File: config.mk
export PLATFORM = sky130hd
export DESIGN_NAME = bcd_seq_ctrl_flat
export DESIGN_NICKNAME = d
export VERILOG_FILES = /design/src/rtl/bcd_pkg.sv /design/src/rtl/bcd_seq_ctrl_if.sv /design/src/rtl/bcd_digit_adj.sv /design/src/rtl/bcd_seq_ctrl.sv /design/src/flat_wrapper.sv
export SDC_FILE = /design/constraint.sdc
export NUM_CORES = 1
export LEC_CHECK = 0
export ABC_AREA = 1
export BUFFER_PORTS_ARGS = -buffer_cell sky130_fd_sc_hd__clkbuf_2
export CELL_PAD_IN_SITES_DETAIL_PLACEMENT = 0
export CELL_PAD_IN_SITES_GLOBAL_PLACEMENT = 1
export CORE_UTILIZATION = 42
export DETAILED_ROUTE_END_ITERATION = 8
export GPL_ROUTABILITY_DRIVEN = 1
export PLACE_DENSITY_LB_ADDON = 0.1
export SYNTH_ARGS = -nofsm -noshare
export SYNTH_HDL_FRONTEND = slang
export SYNTH_SLANG_ARGS = --single-unit
export TNS_END_PERCENT = 50
File: constraint.sdc
create_clock -name clk -period 1.4 [get_ports clk]
set_input_delay 0.14 -clock clk [delete_from_list [all_inputs] [get_ports clk]]
set_output_delay 0.14 -clock clk [all_outputs]
set_load 0.05 [all_outputs]
File: src/rtl/bcd_pkg.sv
// Shared definitions for the binary-to-BCD sequential converter.
//   state_t    : controller states (IDLE / SHIFT / DONE)
//   BIN_W_DEF  : default binary operand width
//   DIGITS_DEF : default number of BCD output digits
package bcd_pkg;

  localparam int unsigned BIN_W_DEF  = 8;
  localparam int unsigned DIGITS_DEF = 3;

  typedef enum logic [1:0] {
    IDLE,
    SHIFT,
    DONE
  } state_t;

endpackage

File: src/rtl/bcd_seq_ctrl_if.sv
// Request/result bundle of the binary-to-BCD converter.
//   start   : conversion request (master -> slave)
//   bin_in  : binary operand, captured when start is accepted (master -> slave)
//   busy    : conversion in progress (slave -> master)
//   done    : one-cycle pulse when bcd_out is updated (slave -> master)
//   bcd_out : packed BCD result, digit 0 in bits [3:0] (slave -> master)
interface bcd_seq_ctrl_if #(
  parameter int unsigned BIN_W  = 8,
  parameter int unsigned DIGITS = 3
) ();

  logic                  start;
  logic [BIN_W-1:0]      bin_in;
  logic                  busy;
  logic                  done;
  logic [DIGITS*4-1:0]   bcd_out;

  modport master (
    output start,
    output bin_in,
    input  busy,
    input  done,
    input  bcd_out
  );

  modport slave (
    input  start,
    input  bin_in,
    output busy,
    output done,
    output bcd_out
  );

endinterface

File: src/rtl/bcd_digit_adj.sv
// Double-dabble per-digit correction: add 3 to a BCD digit that is 5 or more,
// so the following left shift carries correctly into the next decimal digit.
//   din  : 4-bit digit before correction
//   dout : 4-bit digit after correction
module bcd_digit_adj (
  input  logic [3:0] din,
  output logic [3:0] dout
);

  always_comb begin
    dout = din;
    if (din >= 4'd5) begin
      dout = din + 4'd3;
    end
  end

endmodule

File: src/rtl/bcd_seq_ctrl.sv
// Sequential binary-to-BCD converter (shift-and-add-3), one bit per clock.
// A conversion takes BIN_W SHIFT cycles followed by a single DONE cycle in
// which the result is published on bcd_out and done pulses.
//   clk   : clock, all state on rising edge
//   rst_n : asynchronous active-low reset
//   bus   : slave side of bcd_seq_ctrl_if (start, bin_in, busy, done, bcd_out)
module bcd_seq_ctrl
  import bcd_pkg::*;
#(
  parameter int unsigned BIN_W  = BIN_W_DEF,
  parameter int unsigned DIGITS = DIGITS_DEF
) (
  input  logic                 clk,
  input  logic                 rst_n,
  bcd_seq_ctrl_if.slave        bus
);

  localparam int unsigned BW = DIGITS * 4;
  localparam int unsigned CW = $clog2(BIN_W + 1);

  state_t            state, state_next;
  logic [BIN_W-1:0]  operand;
  logic [BW-1:0]     work;
  logic [BW-1:0]     adj;
  logic [BW-1:0]     work_shifted;
  logic [CW-1:0]     cnt;
  logic [BW-1:0]     bcd_q;
  logic              accept;
  logic              last;

  for (genvar g = 0; g < DIGITS; g++) begin : g_adj
    bcd_digit_adj u_adj (
      .din  (work[4*g +: 4]),
      .dout (adj[4*g +: 4])
    );
  end

  // Carry out of the top digit is dropped; it cannot occur when DIGITS is
  // wide enough for 2**BIN_W-1.
  assign work_shifted = BW'({adj, operand[BIN_W-1]});

  assign accept = bus.start && ((state == IDLE) || (state == DONE));
  assign last   = (state == SHIFT) && (cnt == CW'(BIN_W - 1));

  always_ff @(posedge clk or negedge rst_n) begin
    if (!rst_n) begin
      state <= IDLE;
    end else begin
      state <= state_next;
    end
  end

  always_comb begin
    state_next = state;
    unique case (state)
      IDLE:    if (bus.start) state_next = SHIFT;
      SHIFT:   if (last)      state_next = DONE;
      DONE:    state_next = bus.start ? SHIFT : IDLE;
      default: state_next = IDLE;
    endcase
  end

  always_ff @(posedge clk or negedge rst_n) begin
    if (!rst_n) begin
      operand <= '0;
      work    <= '0;
      cnt     <= '0;
      bcd_q   <= '0;
    end else if (accept) begin
      operand <= bus.bin_in;
      work    <= '0;
      cnt     <= '0;
    end else if (state == SHIFT) begin
      operand <= operand << 1;
      work    <= work_shifted;
      cnt     <= cnt + CW'(1);
      // Publish the final shifted value on the same edge that enters DONE,
      // so bcd_out and done change together.
      if (last) begin
        bcd_q <= work_shifted;
      end
    end
  end

  assign bus.busy    = (state == SHIFT);
  assign bus.done    = (state == DONE);
  assign bus.bcd_out = bcd_q;

endmodule

File: src/flat_wrapper.sv
// flat-port wrapper written by rule: the top's interface ports become plain ports
module bcd_seq_ctrl_flat import bcd_pkg::*;
#(
  parameter int unsigned BIN_W  = BIN_W_DEF,
  parameter int unsigned DIGITS = DIGITS_DEF
)
  (clk, rst_n, bus_start, bus_bin_in, bus_busy, bus_done, bus_bcd_out);
  bcd_seq_ctrl_if #(.BIN_W(BIN_W), .DIGITS(DIGITS)) bus_i ();
  input  logic clk;
  input  logic rst_n;
  input wire logic [$bits(bus_i.start)-1:0] bus_start;
  input wire logic [$bits(bus_i.bin_in)-1:0] bus_bin_in;
  output wire logic [$bits(bus_i.busy)-1:0] bus_busy;
  output wire logic [$bits(bus_i.done)-1:0] bus_done;
  output wire logic [$bits(bus_i.bcd_out)-1:0] bus_bcd_out;
  assign bus_i.start = bus_start;
  assign bus_i.bin_in = bus_bin_in;
  assign bus_busy = bus_i.busy;
  assign bus_done = bus_i.done;
  assign bus_bcd_out = bus_i.bcd_out;
  bcd_seq_ctrl #(.BIN_W(BIN_W), .DIGITS(DIGITS)) u_core (.clk(clk), .rst_n(rst_n), .bus(bus_i));
endmodule
Word-level counts from Yosys, hierarchy flattened:

Index checks and enable logic that the tools add are counted.

* flip-flop bits (word level): 38
* bits in latches: 0
* RAM bits: 0
* ROM bits: 0
* input port bits: 11
* output and inout bits: 14
* memories: 0

* add/sub/neg operators: 4
* multipliers: 0
* divide/modulo/power cells: 0
* order comparisons: 3
* equality and inequality tests: 5
* shifts and indexed selects: 0
* muxes and demuxes: 13
* bitwise logic cells: 1
* reduce and logical (&&, ||, !) cells: 7

Operators with widths (count)
* $mux W12: 2
* $mux W4: 4
* $mux W8: 2
* $ge A4 B3 Y1 const B: 3
* $add A4 B2 Y4 const B: 2
* $pmux W2 S3: 1
* $add A4 B1 Y4 const B: 1
* $eq A4 B3 Y1 const B: 1
* $mux W2: 2
* $add A3 B2 Y3 const B: 1
* $mux W3: 1
* $reduce_and A3 Y1: 1
* $eq A2 B1 Y1 const B: 1
* $eq A2 B2 Y1 const B: 1
* $logic_and A1 B1 Y1: 2
* $logic_not A2 Y1: 1
* $ne A2 B1 Y1 const B: 1
* $ne A2 B2 Y1 const B: 1
* $reduce_and A2 Y1: 1
* $reduce_bool A2 Y1: 1
* $logic_or A1 B1 Y1: 1
* $mux W1: 1
* $not A1 Y1: 1

Depth between registers and ports, before layout:

* depth after elaboration: 5
* mapped depth: 8
* mapped depth without buffers: 8

Modules after synthesis:

Synthesis repeated with hierarchy kept, for this count alone.

* cell total of the unflattened synthesis: 250
* area total of the unflattened synthesis: 2043.2 um^2

By module, submodules not included
* bcd_seq_ctrl: times used 1, cells each 181, area each 1637.8 um^2
* bcd_digit_adj: times used 3, cells each 23, area each 135.1 um^2

Worst setup path after synthesis:

OpenSTA, ideal clock, no wires.

* kind: flip-flop to output port
* start: register u_core.state[0]
* end: output bus_done
* data arrival time: 1084 ps
* required time: 1260 ps
* path slack: 176 ps
* stages on the path, launching flop included: 2
* buffers on the path: 0
* cells stage by stage: dfrtp_1 -> nor2_1

* cells in the longest elaborated chain, start to end: 1

RTL lines
* start: declaration: line bcd_seq_ctrl.sv:21 `state_t state, state_next;`
* start signal: assignment: line bcd_seq_ctrl.sv:49 `state <= state_next;`
* $eq A2 B2 Y1: line bcd_seq_ctrl.sv:86 `assign bus.done = (state == DONE);`
* end: declaration: line flat_wrapper.sv:14 `output wire logic [$bits(bus_i.done)-1:0] bus_done;`

No other way between the ends.

Worst setup path in the final report:

* start: register u_core.state[1]
* end: output bus_busy

* cells in the longest elaborated chain, start to end: 1

RTL lines
* $eq A2 B1 Y1: line bcd_seq_ctrl.sv:85 `assign bus.busy = (state == SHIFT);`
* end: declaration: line flat_wrapper.sv:13 `output wire logic [$bits(bus_i.busy)-1:0] bus_busy;`

No other way between the ends.

==> out/results.tsv <==
stage	metric	value	unit
final_layout	nFillCells	407	
floorplan	die-area	0.004654	mm²
floorplan	die_w	68.22	µm
timing	fin_crit	1.304	ns
critical_path	required	1.26	ns
route	antenna_left	0	
timing	post-route-period-util	0.9316	
floorplan	boundaryPins	25	
floorplan	placementRows	23	
clock_tree	cts_root_buf	clkbuf_8	
global_route	grt_pass1_vias	1379	
placement	place_congestion	0.7331	
route	wire_per_inst	12.56	µm
final_layout	num_antenna_cells	0	
route	vias	1513	
global_route	grt-ovfl-total	0	
yosys	yosys-top-cells-area	dfrtp_1 52%, nand2_1 17%, nand3_1 7.9%, ha_1 4.8%, inv_1 3.7%	
timing	slew_violations	0	
clock_tree	cts_tree	done	
floorplan	die_y	68.22	µm
route	wl	3.882	mm
pwr	p_int	0.003323	W
critical_path	crit_fanout	10	
pwr	switching_power	0.002827	W
yosys	synth_area_leader_cell	dfrtp_1	
timing	relSlewSlack	0.7033	
clock_tree	clock_path_buffers	2	
timing	skew	0.006962	ns
timing	tns	0	ns
critical_path	critPathCaptureType	output port	
pwr	power_frac_clock	0.188	
pwr	p_per_area	2761	mW/mm²
job	maxCapViolations	0	
global_route	grt_max_degree	24	
global_route	grt_use_total	0.1952	
yosys	syn_avg_cell_area	8.296	µm²
final_layout	final_net_count	276	
final_layout	drive_above_1_share	0.2085	
floorplan	start_util	0.4476	
yosys	synthCells	222	
pwr	p_comb_frac	0.493	
critical_path	crit_type	reg -> out	
timing	tightest_slew	0.4451	ns
placement	io_buffers	24	
yosys	synth-seq-area-share	0.5163	
yosys	yosys.cell_types.count	19	
final_layout	utilization	0.5412	
clock_tree	insertion_delay	0.29	ns
clock_tree	cts.sinks	38	
yosys	synth_seq_cells	38	
critical_path	ff2ff_setup_slack	0.14	ns
clock_tree	h-tree-depth	2	
worst_hold_path	hp-class	in -> reg	
placement	post-dp-hpwl	2.730	mm
route	drc_errors	0	
timing	fmax	766.7	MHz
route	drt_pass1_iterations	4	
pwr	peakVddDrop	0.001009	V
yosys	synth_warnings	0	
pwr	p_leak	1.197	nW
timing	hold_viol_final	0	
run_status	status	finished, final reports clean	
critical_path	critPathLaunchType	flip-flop	
pwr	swShare	0.4597	
timing	rsz0062_at_grt	no	
global_route	grt_pass1_wl	6.465	mm
global_route	antenna_found_initial	0	
pwr	seq_power_share	0.318	
floorplan	core	0.004115	mm²
yosys	syn_area	0.001842	mm²
yosys	synth_top_area_share	0.5163	
final_layout	area_delta_synth_final	20.92	%
yosys	syn_nets	240	
clock_tree	path_clk_slew	0.08	ns
route	vias_per_cell	4.896	
route	drtIter0Drc	78	
timing	setup_viol_count_final	0	
clock_tree	cts_buffers	5	
critical_path	arrival	1.16	ns
-- state kept, by name, summed over array words and instances (netlist names) --
| signal | count |
|---|---|
| u_core.bus.bcd_out | 12 |
| u_core.work | 12 |
| u_core.operand | 8 |
| u_core.cnt | 4 |
| u_core.state | 2 |
-- critical path: stages, from the launching register on --
cell	delay, ns
dfrtp_1	0.37
inv_1	0.10
nand2_4	0.13
inv_2	0.11
buf_6	0.16
-- cell usage after synthesis --
library cell   n
clkbuf_8       1
buf_6          2
a21oi_1        1
nand3_1       29
o21ai_1        1
nor2_1         8
buf_4          1
ha_1           7
nor3_1         1
nand4_1        6
o211ai_1       1
nand2_1       85
inv_1         18
o22ai_1        3
nand2_4        3
o21ai_0       11
nor2_4         1
inv_2          5
dfrtp_1       38
-- cell type report --
type	count	area, µm²	share of cell area
clock buffer	6	82.58	0.03708
clock inverter	2	60.06	0.02697
inverter	23	86.33	0.03876
multi-input combinational	157	775.7	0.3483
sequential	38	950.9	0.4270
tap	50	62.56	0.02809
timing repair buffer	33	209.0	0.09382
-- through the flow --
stage / hold WS, ns / total power (W) / std cells / setup WS, ns / cell area (µm²)
6_report: 0.05429 / 0.006149 / 309 / 0.09575 / 2227
5_1_grt: 0.06832 / 0.006704 / 309 / 0.01002 / 2227
4_1_cts: 0.04729 / 0.006125 / 307 / 0.008600 / 2193
3_5_place_dp: 0.1001 / 0.004928 / 298 / 0.05858 / 2038
3_3_place_gp: 0.1067 / 0.004912 / 298 / 0.06207 / 2038
2_1_floorplan: -0.1556 / 0.004209 / 222 / 0.1757 / 1842
-- power groups by stage --
stage / Clock, W / Combinational, W / Sequential (W)
after floorplan: 0 / 0.00177 / 0.00244
after global placement: 0 / 0.00294 / 0.00197
after detailed placement: 0 / 0.00296 / 0.00197
after CTS: 0.00119 / 0.00298 / 0.00195
after global routing: 0.00124 / 0.00343 / 0.00204
final: 0.00116 / 0.00303 / 0.00196
-- path summary, 6_finish.rpt --
path | from | depth (start not counted) | to
setup / recovery | u_core.state[1] | 4 | bus_busy
hold / removal | bus_bin_in[0] | 3 | u_core.operand[0]
setup reg to reg | u_core.work[0] | 8 | u_core.work[1]
hold reg to reg | u_core.bus.bcd_out[6] | 2 | u_core.bus.bcd_out[6]
max in group asynchronous | rst_n | 3 | u_core.state[0]
min in group asynchronous | rst_n | 2 | u_core.work[5]
-- per-layer routing --
metal | part of all wire | routed length, µm | vias up | GRT usage
met5 | 0 | 0 | - | 0
met4 | 0.016 | 63 | 0 | 0.08594
met3 | 0.024 | 93 | 7 | 0.04000
met2 | 0.45 | 1753 | 19 | 0.2941
met1 | 0.51 | 1971 | 704 | 0.2686
li1 | - | - | 783 | -
-- placed cells by master, fill, tap and decap left out --
| cell type | count |
|---|---|
| a21oi_1 | 1 |
| buf_12 | 1 |
| buf_4 | 7 |
| buf_6 | 1 |
| bufinv_16 | 2 |
| clkbuf_2 | 23 |
| clkbuf_8 | 6 |
| dfrtp_1 | 38 |
| dlygate4sd3_1 | 1 |
| ha_1 | 7 |
| inv_1 | 17 |
| inv_2 | 6 |
| nand2_1 | 83 |
| nand2_2 | 2 |
| nand2_4 | 3 |
| nand3_1 | 27 |
| nand3_2 | 2 |
| nand4_1 | 6 |
| nor2_1 | 8 |
| nor2_4 | 1 |
| nor3_1 | 1 |
| o211ai_1 | 1 |
| o21ai_0 | 11 |
| o21ai_1 | 1 |
| o22ai_1 | 3 |
-- kinds of logic after synthesis --
kind of cell / after synthesis / synth area share
DFF: 38 / 0.5163
AOI/OAI and AO/OA: 17 / 0.04959
adders and majority gates: 7 / 0.04755
and+or+nand+nor: 133 / 0.3159
buffers and inverters: 27 / 0.07065
-- what timing repair did --
action                                 4_1_cts  5_1_grt
buffers inserted                             0        2
gates resized for setup                      1        7
endpoints found under the hold margin       15        0
setup endpoints to repair                    1       15
hold buffers                                 1        0
Power figures use the tool's default switching activity.
